## config.mk

```make
export PLATFORM = sky130hd
export DESIGN_NAME = apb_master_flat
export DESIGN_NICKNAME = d
export VERILOG_FILES = /design/src/rtl/apb_master_if.sv /design/src/rtl/apb_master.sv /design/src/flat_wrapper.sv
export SDC_FILE = /design/constraint.sdc
export NUM_CORES = 1
export LEC_CHECK = 0
export ABC_AREA = 1
export CAP_MARGIN = 0
export CORE_MARGIN = 1
export CORE_UTILIZATION = 40
export CTS_BUF_LIST = sky130_fd_sc_hd__clkbuf_16
export CTS_CLUSTER_SIZE = 40
export DETAILED_ROUTE_END_ITERATION = 16
export GPL_TIMING_DRIVEN = 0
export PLACE_DENSITY = 0.8
export SLEW_MARGIN = 20
export SYNTH_ARGS = -nofsm -noshare
export SYNTH_HDL_FRONTEND = slang
export SYNTH_SLANG_ARGS = --single-unit
```

## constraint.sdc

```tcl
create_clock -name i_clk -period 2.4 [get_ports i_clk]
set_clock_uncertainty 0.15 [all_clocks]
set_input_delay 0.36 -clock i_clk [delete_from_list [all_inputs] [get_ports i_clk]]
set_output_delay 0.36 -clock i_clk [all_outputs]
set_load 0.1 [all_outputs]
```

## src/rtl/apb_master_if.sv

```systemverilog
// Command/response port and APB bus of the APB initiator, grouped as one bundle.
// "master" is the view of apb_master itself; "slave" is the view of whatever surrounds it.
interface apb_master_if #(
    parameter int ADDR_WIDTH = 8,
    parameter int DATA_WIDTH = 32
);
    localparam int STRB_WIDTH = DATA_WIDTH / 8;

    logic                  i_cmd_valid;
    logic                  o_cmd_ready;
    logic                  i_cmd_write;
    logic [ADDR_WIDTH-1:0] i_cmd_addr;
    logic [DATA_WIDTH-1:0] i_cmd_wdata;
    logic [STRB_WIDTH-1:0] i_cmd_strb;

    logic                  o_rsp_valid;
    logic                  i_rsp_ready;
    logic [DATA_WIDTH-1:0] o_rsp_rdata;
    logic                  o_rsp_err;
    logic                  o_rsp_timeout;

    logic                  o_psel;
    logic                  o_penable;
    logic                  o_pwrite;
    logic [ADDR_WIDTH-1:0] o_paddr;
    logic [DATA_WIDTH-1:0] o_pwdata;
    logic [STRB_WIDTH-1:0] o_pstrb;
    logic                  i_pready;
    logic                  i_pslverr;
    logic [DATA_WIDTH-1:0] i_prdata;

    modport master (
        input  i_cmd_valid, i_cmd_write, i_cmd_addr, i_cmd_wdata, i_cmd_strb,
        output o_cmd_ready,
        output o_rsp_valid, o_rsp_rdata, o_rsp_err, o_rsp_timeout,
        input  i_rsp_ready,
        output o_psel, o_penable, o_pwrite, o_paddr, o_pwdata, o_pstrb,
        input  i_pready, i_pslverr, i_prdata
    );

    modport slave (
        output i_cmd_valid, i_cmd_write, i_cmd_addr, i_cmd_wdata, i_cmd_strb,
        input  o_cmd_ready,
        input  o_rsp_valid, o_rsp_rdata, o_rsp_err, o_rsp_timeout,
        output i_rsp_ready,
        input  o_psel, o_penable, o_pwrite, o_paddr, o_pwdata, o_pstrb,
        output i_pready, i_pslverr, i_prdata
    );
endinterface

```

## src/rtl/apb_master.sv

```systemverilog
// APB3/APB4 initiator: one command in, one SETUP+ACCESS transfer out, one response back.
// Single outstanding transfer, optional ACCESS-phase timeout, fully registered bus outputs.
module apb_master #(
    parameter int ADDR_WIDTH = 8,
    parameter int DATA_WIDTH = 32,
    parameter int TIMEOUT    = 16
) (
    input logic          i_clk,
    input logic          i_reset,
    apb_master_if.master bus
);
    localparam int STRB_WIDTH  = DATA_WIDTH / 8;
    localparam int CNT_WIDTH   = (TIMEOUT > 0) ? $clog2(TIMEOUT + 1) : 1;
    localparam int TO_LAST_INT = (TIMEOUT > 0) ? TIMEOUT - 1 : 0;
    localparam logic [CNT_WIDTH-1:0] TO_LAST = TO_LAST_INT[CNT_WIDTH-1:0];

    typedef enum logic [1:0] {
        IDLE,
        SETUP,
        ACCESS,
        RESP
    } state_t;

    state_t                state_q;
    logic                  psel_q;
    logic                  penable_q;
    logic                  pwrite_q;
    logic [ADDR_WIDTH-1:0] paddr_q;
    logic [DATA_WIDTH-1:0] pwdata_q;
    logic [STRB_WIDTH-1:0] pstrb_q;
    logic                  rsp_valid_q;
    logic [DATA_WIDTH-1:0] rsp_rdata_q;
    logic                  rsp_err_q;
    logic                  rsp_timeout_q;
    logic [CNT_WIDTH-1:0]  cnt_q;
    logic                  timeout_hit;

    // With TIMEOUT == 0 the counter exists but never triggers an abort.
    assign timeout_hit = (TIMEOUT > 0) && (cnt_q == TO_LAST);

    always_ff @(posedge i_clk) begin
        if (i_reset) begin
            state_q       <= IDLE;
            psel_q        <= 1'b0;
            penable_q     <= 1'b0;
            pwrite_q      <= 1'b0;
            paddr_q       <= '0;
            pwdata_q      <= '0;
            pstrb_q       <= '0;
            rsp_valid_q   <= 1'b0;
            rsp_rdata_q   <= '0;
            rsp_err_q     <= 1'b0;
            rsp_timeout_q <= 1'b0;
            cnt_q         <= '0;
        end else begin
            case (state_q)
                IDLE: begin
                    if (bus.i_cmd_valid) begin
                        state_q   <= SETUP;
                        psel_q    <= 1'b1;
                        penable_q <= 1'b0;
                        pwrite_q  <= bus.i_cmd_write;
                        paddr_q   <= bus.i_cmd_addr;
                        pwdata_q  <= bus.i_cmd_write ? bus.i_cmd_wdata : '0;
                        pstrb_q   <= bus.i_cmd_write ? bus.i_cmd_strb : '0;
                        cnt_q     <= '0;
                    end
                end
                SETUP: begin
                    state_q   <= ACCESS;
                    penable_q <= 1'b1;
                end
                ACCESS: begin
                    // A completing slave takes priority over a timeout in the same cycle.
                    if (bus.i_pready) begin
                        state_q       <= RESP;
                        psel_q        <= 1'b0;
                        penable_q     <= 1'b0;
                        rsp_valid_q   <= 1'b1;
                        rsp_rdata_q   <= (!pwrite_q && !bus.i_pslverr) ? bus.i_prdata : '0;
                        rsp_err_q     <= bus.i_pslverr;
                        rsp_timeout_q <= 1'b0;
                    end else if (timeout_hit) begin
                        state_q       <= RESP;
                        psel_q        <= 1'b0;
                        penable_q     <= 1'b0;
                        rsp_valid_q   <= 1'b1;
                        rsp_rdata_q   <= '0;
                        rsp_err_q     <= 1'b1;
                        rsp_timeout_q <= 1'b1;
                    end else begin
                        cnt_q <= cnt_q + 1'b1;
                    end
                end
                RESP: begin
                    if (bus.i_rsp_ready) begin
                        state_q     <= IDLE;
                        rsp_valid_q <= 1'b0;
                    end
                end
                default: state_q <= IDLE;
            endcase
        end
    end

    assign bus.o_cmd_ready   = (state_q == IDLE);
    assign bus.o_psel        = psel_q;
    assign bus.o_penable     = penable_q;
    assign bus.o_pwrite      = pwrite_q;
    assign bus.o_paddr       = paddr_q;
    assign bus.o_pwdata      = pwdata_q;
    assign bus.o_pstrb       = pstrb_q;
    assign bus.o_rsp_valid   = rsp_valid_q;
    assign bus.o_rsp_rdata   = rsp_rdata_q;
    assign bus.o_rsp_err     = rsp_err_q;
    assign bus.o_rsp_timeout = rsp_timeout_q;
endmodule

```

## src/flat_wrapper.sv

```systemverilog
// flat-port wrapper written by rule: the top's interface ports become plain ports
module apb_master_flat 
#(
    parameter int ADDR_WIDTH = 8,
    parameter int DATA_WIDTH = 32,
    parameter int TIMEOUT    = 16
)
  (i_clk, i_reset, bus_i_cmd_valid, bus_i_cmd_write, bus_i_cmd_addr, bus_i_cmd_wdata, bus_i_cmd_strb, bus_o_cmd_ready, bus_o_rsp_valid, bus_o_rsp_rdata, bus_o_rsp_err, bus_o_rsp_timeout, bus_i_rsp_ready, bus_o_psel, bus_o_penable, bus_o_pwrite, bus_o_paddr, bus_o_pwdata, bus_o_pstrb, bus_i_pready, bus_i_pslverr, bus_i_prdata);
  apb_master_if #(.ADDR_WIDTH(ADDR_WIDTH), .DATA_WIDTH(DATA_WIDTH)) bus_i ();
  input logic i_clk;
  input logic i_reset;
  input wire logic [$bits(bus_i.i_cmd_valid)-1:0] bus_i_cmd_valid;
  input wire logic [$bits(bus_i.i_cmd_write)-1:0] bus_i_cmd_write;
  input wire logic [$bits(bus_i.i_cmd_addr)-1:0] bus_i_cmd_addr;
  input wire logic [$bits(bus_i.i_cmd_wdata)-1:0] bus_i_cmd_wdata;
  input wire logic [$bits(bus_i.i_cmd_strb)-1:0] bus_i_cmd_strb;
  output wire logic [$bits(bus_i.o_cmd_ready)-1:0] bus_o_cmd_ready;
  output wire logic [$bits(bus_i.o_rsp_valid)-1:0] bus_o_rsp_valid;
  output wire logic [$bits(bus_i.o_rsp_rdata)-1:0] bus_o_rsp_rdata;
  output wire logic [$bits(bus_i.o_rsp_err)-1:0] bus_o_rsp_err;
  output wire logic [$bits(bus_i.o_rsp_timeout)-1:0] bus_o_rsp_timeout;
  input wire logic [$bits(bus_i.i_rsp_ready)-1:0] bus_i_rsp_ready;
  output wire logic [$bits(bus_i.o_psel)-1:0] bus_o_psel;
  output wire logic [$bits(bus_i.o_penable)-1:0] bus_o_penable;
  output wire logic [$bits(bus_i.o_pwrite)-1:0] bus_o_pwrite;
  output wire logic [$bits(bus_i.o_paddr)-1:0] bus_o_paddr;
  output wire logic [$bits(bus_i.o_pwdata)-1:0] bus_o_pwdata;
  output wire logic [$bits(bus_i.o_pstrb)-1:0] bus_o_pstrb;
  input wire logic [$bits(bus_i.i_pready)-1:0] bus_i_pready;
  input wire logic [$bits(bus_i.i_pslverr)-1:0] bus_i_pslverr;
  input wire logic [$bits(bus_i.i_prdata)-1:0] bus_i_prdata;
  assign bus_i.i_cmd_valid = bus_i_cmd_valid;
  assign bus_i.i_cmd_write = bus_i_cmd_write;
  assign bus_i.i_cmd_addr = bus_i_cmd_addr;
  assign bus_i.i_cmd_wdata = bus_i_cmd_wdata;
  assign bus_i.i_cmd_strb = bus_i_cmd_strb;
  assign bus_o_cmd_ready = bus_i.o_cmd_ready;
  assign bus_o_rsp_valid = bus_i.o_rsp_valid;
  assign bus_o_rsp_rdata = bus_i.o_rsp_rdata;
  assign bus_o_rsp_err = bus_i.o_rsp_err;
  assign bus_o_rsp_timeout = bus_i.o_rsp_timeout;
  assign bus_i.i_rsp_ready = bus_i_rsp_ready;
  assign bus_o_psel = bus_i.o_psel;
  assign bus_o_penable = bus_i.o_penable;
  assign bus_o_pwrite = bus_i.o_pwrite;
  assign bus_o_paddr = bus_i.o_paddr;
  assign bus_o_pwdata = bus_i.o_pwdata;
  assign bus_o_pstrb = bus_i.o_pstrb;
  assign bus_i.i_pready = bus_i_pready;
  assign bus_i.i_pslverr = bus_i_pslverr;
  assign bus_i.i_prdata = bus_i_prdata;
  apb_master #(.ADDR_WIDTH(ADDR_WIDTH), .DATA_WIDTH(DATA_WIDTH), .TIMEOUT(TIMEOUT)) u_core (.i_clk(i_clk), .i_reset(i_reset), .bus(bus_i));
endmodule
```

Word level (Yosys, flattened, before mapping)
Cells that the tools add are included.
{"block": "op_classes", "addsub": 1, "n_eq_ne": 9, "n_mux": 26, "reduce_logical": 15}
{"operator": "$mux 32", "n": 4}
{"operator": "$mux 5", "n": 3}
{"operator": "$reduce_and 3->1", "n": 4}
{"operator": "$pmux 5 s2", "n": 1}
{"operator": "$mux 1", "n": 9}
{"operator": "$mux 2", "n": 4}
{"operator": "$ne 2x2->1 const B", "n": 4}
{"operator": "$pmux 2 s4", "n": 1}
{"operator": "$reduce_bool 2->1", "n": 3}
{"operator": "$add 5x1->5 const B", "n": 1}
{"operator": "$eq 5x4->1 const B", "n": 1}
{"operator": "$eq 2x2->1 const B", "n": 2}
{"operator": "$mux 4", "n": 1}
{"operator": "$pmux 1 s2", "n": 2}
{"operator": "$reduce_and 2->1", "n": 2}
{"operator": "$reduce_and 4->1", "n": 1}
{"operator": "$ne 3x2->1 const B", "n": 1}
{"operator": "$pmux 1 s3", "n": 1}
{"operator": "$reduce_bool 3->1", "n": 1}
{"operator": "$eq 2x1->1 const B", "n": 1}
{"operator": "$logic_not 1->1", "n": 2}
{"operator": "$logic_not 2->1", "n": 1}
{"operator": "$logic_and 1x1->1", "n": 1}
{"block": "totals", "ff_bits": 89, "inputBits": 83}

Logic depth before layout (Yosys ltp)
Gate-level depths: netlist (run 1).
{"block": "depth", "depth_word": 4, "depth_mapped": 11, "mapped_depth_nobuf": 11}

Worst setup path after synthesis (run 1)
OpenSTA, ideal clock, no wires.
{"block": "synth_path", "path_type": "reg2reg", "start": "register u_core.state_q[0]", "end": "register u_core.cnt_q[4]", "setup_ps": 116, "t_arrival_ps": 2141, "required_ps": 2134, "slack_ps": -6, "stages_incl_launch_ff": 9, "path_buffers": 1, "synth_period_minus_slack_ps": 2406, "cell_sequence": "dfxtp_1 inv_1 ha_1 nand2_1 buf_2 nand2_1 nand2_1 o21ai_0 nor2_1"}
{"block": "synth_via", "elab_chain_cells": 3, "elab_cells_between_ends": 8}
{"element": "from (decl)", "line_no": "apb_master.sv:24", "source": "state_t state_q;"}
{"element": "from (signal assigned)", "line_no": "apb_master.sv:43", "source": "state_q <= IDLE;"}
{"element": "from (signal assigned)", "line_no": "apb_master.sv:59", "source": "state_q <= SETUP;"}
{"element": "from (signal assigned)", "line_no": "apb_master.sv:70", "source": "state_q <= ACCESS;"}
{"element": "$logic_not 2->1 (*)"}
{"element": "named net bus_o_cmd_ready", "line_no": "flat_wrapper.sv:17", "source": "output wire logic [$bits(bus_i.o_cmd_ready)-1:0] bus_o_cmd_ready;"}
{"element": "$ne 2x2->1 (no line) or $reduce_bool 2->1 (tied branches)"}
{"element": "$reduce_and 4->1 (no line)"}
{"element": "to (signal assigned)", "line_no": "apb_master.sv:92", "source": "cnt_q <= cnt_q + 1'b1;"}
{"element": "to (decl)", "line_no": "apb_master.sv:35", "source": "logic [CNT_WIDTH-1:0] cnt_q;"}
Mark *: on every way through the listed nets, which the timed path passes. The rest lies on a longest branch.
A chain may end at the register's enable or synchronous reset.

Worst setup path after layout (run 1)
{"block": "layout_path", "start": "register u_core.pwdata_q[28], in the netlist u_core.bus.o_pwdata[28]", "end": "output port bus_o_pwdata[28]"}
{"element": "from (decl)", "line_no": "apb_master.sv:29", "source": "logic [DATA_WIDTH-1:0] pwdata_q;"}
{"element": "from (signal assigned)", "line_no": "apb_master.sv:64", "source": "pwdata_q <= bus.i_cmd_write ? bus.i_cmd_wdata : '0;"}
{"element": "to (decl)", "line_no": "flat_wrapper.sv:27", "source": "output wire logic [$bits(bus_i.o_pwdata)-1:0] bus_o_pwdata;"}
No word-level cell between the ends.

==> results.json, run 1 <==
{
  "status": "finished clean",
  "synthTopCellsByArea": "dfxtp_1 (53%), nand2_1 (17%), a21oi_1 (9.9%)",
  "gp_congestion": 0.819,
  "root_buffer": "clkbuf_16",
  "syn_inst": 435,
  "syn_to_final_growth_pct": 62.1,
  "finalMaxSlewViolations": 0,
  "worstHoldPathType": "flip-flop to flip-flop",
  "htree_levels": 3,
  "cts_tree": "built",
  "clk_path_buf_depth": 2,
  "finalSetupViolations": 0,
  "critPathMaxStageDelay_ps": 1170,
  "dpl.hpwl_um": 7240,
  "fmax_ghz": 0.425,
  "leakagePower_nw": 2.02,
  "finalNetCount": 700,
  "grt_pass1_wl_um": 15500,
  "insertion_delay_ps": 330,
  "syn_avg_cell_area_um2": 7.76,
  "die_width_um": 93.9,
  "final_area_um2": 5470,
  "layoutNonFillerInstCount": 721,
  "hold_ws_ps": 316,
  "crit_fanout": 2,
  "drt_first_pass_iters": 5,
  "wl_per_cell_um": 13.3,
  "yosys.area.top_type_share": 0.528,
  "maxCapViolations": 0,
  "cp_slowest_cell": "clkdlybuf4s50_1",
  "initial_core_util": 0.413,
  "setup_slack_ps": 48.9,
  "rows": 33,
  "die_h_um": 93.9,
  "drt_iter0_drc": 76,
  "cp.required_ps": 1890,
  "drive_gt1_frac": 0.0909,
  "diodes": 0,
  "min_period_ps": 2350,
  "min_to": "u_core.bus.o_pwdata[19]",
  "cp_cell_sequence": "clkdlybuf4s50_1",
  "holdPathStages": 2,
  "yosysSeqAreaShare": 0.528,
  "worstHoldStart": "u_core.bus.o_pwdata[19]",
  "track_usage": 0.226,
  "placed_cell_area_um2": 5160,
  "pre_cts_ws_ps": 118,
  "yosys.area.top_type": "dfxtp_1",
  "synth-seq-cells": 89,
  "cts.hold.buffers_added": 0,
  "globalRouteOverflowTotal": 0,
  "fin_crit_sh": 0.980,
  "crit_type": "flip-flop to primary output",
  "max_slew_margin": 0.322,
  "cts_setup_buffers": 0,
  "cts.sinks": 89,
  "r2r_start": "u_core.cnt_q[0]",
  "ir_worst_vdd_mv": 0.528,
  "drc": 0,
  "fin_setup_tns_ps": 0,
  "worst-path-buf-inv": 1,
  "endpoint_kind": "primary output",
  "ys_warn_count": 0,
  "port_buffers": 165,
  "final_core_util": 0.670,
  "crit_arrival_ps": 1840,
  "dp_cells": 705,
  "ant_nets": 0,
  "total_power_mw": 5.67,
  "rsz0062_at_grt": "false",
  "cts_buffers": 9,
  "viasPerCell": 4.74,
  "die-area_um2": 8810,
  "reg2reg_to": "u_core.bus.o_rsp_rdata[29]",
  "pin_count": 166,
  "antenna_found_initial": 0,
  "syn_area_um2": 3380,
  "powerDensity_nw_per_um2": 1040,
  "r2r_cells": 10,
  "clk_pin_slew_ps": 70,
  "core_um2": 8180,
  "synth_cell_types": 18,
  "syn-num-nets": 524,
  "critPathLaunchType": "flip-flop",
  "tightestPinTransition_ps": 1010,
  "path_delay_family": "buffers and inverters",
  "via_count": 3417,
  "hold_violations": 0,
  "fillers": 684,
  "grt_pass1_vias": 3398,
  "routed_wirelength_um": 9590,
  "grt_max_degree": 18,
  "regToRegSetupSlack_ps": 420
}
## sequential cells by signal (all words and copies together), names as in the netlist
signal,count
u_core.bus.o_paddr,8
u_core.bus.o_penable,1
u_core.bus.o_psel,1
u_core.bus.o_pstrb,4
u_core.bus.o_pwdata,32
u_core.bus.o_pwrite,1
u_core.bus.o_rsp_err,1
u_core.bus.o_rsp_rdata,32
u_core.bus.o_rsp_timeout,1
u_core.bus.o_rsp_valid,1
u_core.cnt_q,5
u_core.state_q,2
## kinds of logic after synthesis
| kind of cell | count (synthesis) | synth area share |
|---|---|---|
| AO/OA/AOI/OAI | 88 | 0.142 |
| adder cells (fa/ha/maj) | 6 | 0.0222 |
| buffers and inverters | 40 | 0.0556 |
| flip-flops | 89 | 0.528 |
| AND/OR/NAND/NOR | 212 | 0.253 |
## worst max path at each step
stage / startpoint / endpoint / slack (ps) / depth (start not counted)
after floorplan: u_core.state_q[1] / u_core.cnt_q[4] / 370 / 8
after CTS: u_core.bus.o_pwdata[31] / bus_o_pwdata[31] / 30 / 1
after detailed placement: u_core.state_q[0] / bus_o_cmd_ready / 120 / 3
after global placement: u_core.state_q[1] / bus_o_cmd_ready / 150 / 3
after global routing: u_core.state_q[0] / bus_o_cmd_ready / 0.4 / 3
final: u_core.bus.o_pwdata[28] / bus_o_pwdata[28] / 50 / 1
## final cells by class
cell class,count,area (um^2),area share
Sequential cell,89,1780,0.325
Timing Repair Buffer,165,1650,0.302
Multi-Input combinational cell,306,1410,0.258
Clock buffer,9,225,0.0411
Tap cell,105,131,0.0240
Buffer,23,124,0.0226
Clock inverter,7,85.1,0.0155
Inverter,17,63.8,0.0117
## repair_timing
item / 4_1_cts / 5_1_grt
resized for setup: 2 / 2
endpoints found under the setup margin: 2 / 2
cloned: 0 / 0
## cells in the mapped netlist
cell	count
ha_1	6
nand3_1	5
clkinv_1	1
a21oi_1	67
buf_6	3
nor2_4	1
o21ai_0	11
buf_2	12
nand2_2	11
clkbuf_1	8
inv_2	1
dfxtp_1	89
a21oi_2	10
nand2_1	157
nand4_1	2
inv_1	15
nor3_4	1
nor2_1	35
## placed cells by master, fill, tap and decap left out, drive strengths merged
cell type | synthesis | layout
nand2 | 168 | 168
clkdlybuf4s50 | 0 | 162
dfxtp | 89 | 89
a21oi | 77 | 77
nor2 | 36 | 36
inv | 16 | 20
clkbuf | 8 | 17
buf | 15 | 15
o21ai | 11 | 11
ha | 6 | 6
nand3 | 5 | 5
clkinv | 1 | 3
nand4 | 2 | 2
nor3 | 1 | 1
bufinv | 0 | 1
dlymetal6s2s | 0 | 1
dlygate4sd2 | 0 | 1
clkdlybuf4s15 | 0 | 1
## report_power, final
group	switching, mW	internal [mW]
logic	1.81	0.633
clock network	0.620	0.829
registers	0.111	1.66
total	2.54	3.13
## layer usage
metal  GRT usage  up-vias  wire length [um]
li1            -     1731                 -
met1       0.252     1562              3900
met2       0.392      108              4800
met3      0.0720       16               702
met4      0.0962        0               190
met5           0        -                 0
(Power assumes the default switching activity.)
==> run 2: changes to the inputs <==
--- a/constraint.sdc
+++ b/constraint.sdc
@@ -3,3 +3,3 @@
 set_input_delay 0.36 -clock i_clk [delete_from_list [all_inputs] [get_ports i_clk]]
 set_output_delay 0.36 -clock i_clk [all_outputs]
-set_load 0.1 [all_outputs]
+set_load 0.05 [all_outputs]
==> results.json, run 2 (synthesis gave the netlist of run 1 again) <==
{
  "status": "finished clean",
  "track_usage": 0.218,
  "cts.hold.buffers_added": 0,
  "drt_first_pass_iters": 4,
  "holdPathStages": 2,
  "crit_fanout": 4,
  "dpl.hpwl_um": 7120,
  "leakagePower_nw": 2.01,
  "r2r_cells": 9,
  "root_buffer": "clkbuf_16",
  "drive_gt1_frac": 0.0860,
  "syn_to_final_growth_pct": 62.7,
  "cts.sinks": 89,
  "gp_congestion": 0.808,
  "crit_type": "flip-flop to primary output",
  "endpoint_kind": "primary output",
  "worstHoldPathType": "flip-flop to flip-flop",
  "finalNetCount": 700,
  "drc": 0,
  "final_common_cell": "clkdlybuf4s50_1",
  "initial_core_util": 0.413,
  "rows": 33,
  "worstHoldStart": "u_core.bus.o_rsp_rdata[24]",
  "regToRegSetupSlack_ps": 420,
  "die_width_um": 93.9,
  "ir_worst_vdd_mv": 0.453,
  "port_buffers": 165,
  "viasPerCell": 4.77,
  "maxCapViolations": 0,
  "r2r_start": "u_core.cnt_q[0]",
  "htree_levels": 3,
  "finalMaxSlewViolations": 0,
  "globalRouteOverflowTotal": 0,
  "powerDensity_nw_per_um2": 946,
  "path_delay_family": "buffers and inverters",
  "antenna_found_initial": 0,
  "clk_pin_slew_ps": 60,
  "cp.required_ps": 1890,
  "cts_setup_buffers": 0,
  "hold_violations": 0,
  "cts_resized": 0,
  "wl_per_cell_um": 13.3,
  "pin_count": 166,
  "diodes": 0,
  "fin_setup_tns_ps": 0,
  "finalSetupViolations": 0,
  "fin_crit_sh": 0.965,
  "total_power_mw": 5.20,
  "crit_arrival_ps": 1800,
  "worst-path-buf-inv": 2,
  "grt_pass1_wl_um": 15000,
  "reg2reg_to": "u_core.cnt_q[2]",
  "cp_slowest_cell": "clkdlybuf4s50_1",
  "via_count": 3439,
  "fmax_ghz": 0.432,
  "ant_nets": 0,
  "clk_path_buf_depth": 2,
  "cp_cell_sequence": "inv_1 > ha_1 > clkdlybuf4s50_1",
  "max_slew_margin": 0.627,
  "grt_pass1_vias": 3283,
  "core_um2": 8180,
  "die_h_um": 93.9,
  "insertion_delay_ps": 330,
  "min_to": "u_core.bus.o_rsp_rdata[24]",
  "drt_iter0_drc": 77,
  "cts_tree": "built",
  "final_cell_mix": "clkdlybuf4s50_1 (165), nand2_1 (157), dfxtp_1 (89)",
  "routed_wirelength_um": 9580,
  "min_period_ps": 2310,
  "critPathLaunchType": "flip-flop",
  "die-area_um2": 8810,
  "tightestPinTransition_ps": 558,
  "cts_buffers": 9,
  "critPathMaxStageDelay_ps": 820,
  "grt_max_degree": 15,
  "rsz0062_at_grt": "false"
}
run 2: changes by cell type in the layout (fill, tap and decap cells not counted), sizes merged:
cell,delta
bufinv,+2
clkdlybuf4s15,-1
clkinvlp,+1
dlymetal6s2s,-1
clkdlybuf4s50,+3
dlygate4sd2,-1
inv,-3
run 2: layout make-up:
type | instances | area (um^2)
multi-input cells | 306 | 1410
repair buffers | 165 | 1650
fillers | 677 | 2680
inverters | 17 | 63.8
plain buffers | 23 | 124
flip-flops and latches | 89 | 1780
well taps | 105 | 131
clock buffers | 9 | 225
clock inverters | 7 | 110
run 2: how the worst max path moves through the flow:
stage	end	from	depth (start not counted)	slack [ps]
after floorplan	u_core.cnt_q[4]	u_core.state_q[0]	8	410
after global placement	u_core.bus.o_rsp_rdata[17]	i_reset	4	190
after detailed placement	u_core.bus.o_rsp_rdata[15]	i_reset	4	180
after CTS	bus_o_cmd_ready	u_core.state_q[1]	3	70
after global routing	bus_o_cmd_ready	u_core.state_q[1]	3	20
final	bus_o_cmd_ready	u_core.state_q[1]	3	90
run 2: metrics by stage:
step	setup slack, ps	area (um^2)	hold slack, ps	utilization	std cells
detailed placement	177	5160	304	0.631	705
global placement	191	5160	300	0.631	705
floorplan	413	3380	305	-	435
finish	85.1	5500	312	0.672	721
CTS	73.0	5500	315	0.672	721
global route	18.3	5500	330	0.672	721
run 2: layer usage:
| metal | share of wire | up-vias | track usage | wire, um |
|---|---|---|---|---|
| li1 | - | 1733 | - | - |
| met1 | 0.40 | 1565 | 0.250 | 3860 |
| met2 | 0.50 | 120 | 0.379 | 4740 |
| met3 | 0.075 | 21 | 0.0558 | 718 |
| met4 | 0.026 | 0 | 0.101 | 252 |
| met5 | 0 | - | 0 | 0 |
run 2: where the power goes:
part	internal, mW	leakage [nW]	switching (mW)
Clock	1.01	0.164	0.568
Combinational	0.639	1.12	1.21
Sequential	1.66	0.724	0.111
run 2: tightest hold or removal path: stages (launching register included):
cell,delay [ps]
dfxtp_1,310
nand2_1,60
a21oi_1,50
==> run 3: changes to the inputs <==
Settings changed: REMOVE_ABC_BUFFERS set to 1.
==> results.json, run 3 (synthesis gave the netlist of run 1 again) <==
{
  "fmax_ghz": 0.428,
  "tightestPinTransition_ps": 790,
  "grt_pass1_wl_um": 14100,
  "die-area_um2": 8810,
  "insertion_delay_ps": 320,
  "ir_worst_vdd_mv": 0.427,
  "final_area_um2": 5390,
  "critical_path_cell_count": 3,
  "dpl.hpwl_um": 6650,
  "rows": 33,
  "powerDensity_nw_per_um2": 913,
  "endpoint_kind": "primary output",
  "pin_count": 166,
  "finalSetupViolations": 0,
  "track_usage": 0.204,
  "cp_slowest_cell": "clkdlybuf4s50_1",
  "max_slew_margin": 0.472,
  "die_h_um": 93.9,
  "final_common_cell": "clkdlybuf4s50_1",
  "via_count": 3327,
  "critPathLaunchType": "flip-flop",
  "htree_levels": 3,
  "fin_crit_sh": 0.973,
  "drt_iter0_drc": 103,
  "fin_setup_tns_ps": 0,
  "routed_wirelength_um": 9130,
  "leakagePower_nw": 1.95,
  "crit_fanout": 4,
  "worst-path-buf-inv": 2,
  "crit_type": "flip-flop to primary output",
  "diodes": 0,
  "placed_cell_area_um2": 5100,
  "maxCapViolations": 0,
  "rsz0062_at_grt": "false",
  "root_buffer": "clkbuf_16",
  "setup_slack_ps": 64.5,
  "grt_max_degree": 51,
  "drt_first_pass_iters": 5,
  "drc": 0,
  "total_power_mw": 4.92,
  "critPathMaxStageDelay_ps": 830,
  "cts.hold.buffers_added": 0,
  "final_cell_mix": "clkdlybuf4s50_1 (164), nand2_1 (156), dfxtp_1 (89)",
  "die_width_um": 93.9,
  "antenna_found_initial": 0,
  "core_um2": 8180,
  "viasPerCell": 4.75,
  "globalRouteOverflowTotal": 0,
  "worstHoldPathType": "input pin to flip-flop",
  "ant_nets": 0,
  "cts_tree": "built",
  "initial_core_util": 0.413,
  "finalNetCount": 680,
  "port_buffers": 165,
  "holdPathStages": 2,
  "clk_path_buf_depth": 2,
  "pre_cts_ws_ps": -14.3,
  "clk_pin_slew_ps": 60,
  "cts_buffers": 9,
  "status": "finished clean",
  "grt_pass1_vias": 3070,
  "path_delay_family": "buffers and inverters",
  "syn_to_final_growth_pct": 59.5,
  "hold_violations": 0,
  "gp_congestion": 0.747,
  "cts.sinks": 89,
  "min_period_ps": 2340,
  "drive_gt1_frac": 0.0689,
  "cts_setup_buffers": 0,
  "cp.required_ps": 1890,
  "finalMaxSlewViolations": 0,
  "crit_arrival_ps": 1830,
  "r2r_cells": 7,
  "cp_cell_sequence": "inv_1 > ha_1 > clkdlybuf4s50_1",
  "wl_per_cell_um": 13.0,
  "hold_ws_ps": 264
}
-- run 3: changes by cell type in the layout (fill, tap and decap cells not counted), sizes merged --
cell           delta
inv               +2
clkbuf            -8
bufinv            -2
clkinv            -1
buf              -11
clkdlybuf4s50     -1
-- run 3: metrics by stage --
stage | cells | utilization
floorplan | 412 | -
global placement | 682 | 0.616
detailed placement | 685 | 0.624
CTS | 700 | 0.658
global route | 700 | 0.659
finish | 700 | 0.659
-- run 3: final cells by class --
cell class	instances	area (um^2)
Fill cell	714	2790
Sequential cell	89	1780
Timing Repair Buffer	168	1720
Multi-Input combinational cell	306	1410
Clock buffer	9	225
Tap cell	105	131
Inverter	17	66.3
Clock inverter	6	53.8
-- run 3: worst register-to-register path, cell delays in order (launching register included) --
cell	delay, ps
dfxtp_1	340
inv_1	100
ha_1	240
nand2_2	160
buf_12	210
nor2_4	650
nand2_1	140
a21oi_1	180
-- run 3: repair_timing --
item,CTS,global route
endpoints found under the hold margin,0,0
gates resized for setup,0,2
endpoints found under the setup margin,0,2
-- run 3: routing by layer --
layer	global-route usage	wire length [um]	part of all wire	vias up
met5	0	0	0	-
met2	0.356	4750	0.52	93
met1	0.231	3630	0.40	1525
met3	0.0623	597	0.065	14
li1	-	-	-	1695
met4	0.0821	155	0.017	0
-- run 3: report_power, final --
group          switching, mW  total (mW)  internal, mW  leakage [nW]
Combinational           1.20        1.83         0.630          1.09
Clock                  0.532        1.32         0.788         0.145
Sequential             0.106        1.77          1.66         0.724
-- run 3: final timing paths --
path | from | end | slack [ps]
max | u_core.state_q[0] | bus_o_cmd_ready | 60
min | i_reset | u_core.bus.o_pwdata[6] | 260
max reg2reg | u_core.state_q[0] | u_core.bus.o_pwdata[9] | 170
min reg2reg | u_core.bus.o_pwdata[6] | u_core.bus.o_pwdata[6] | 310
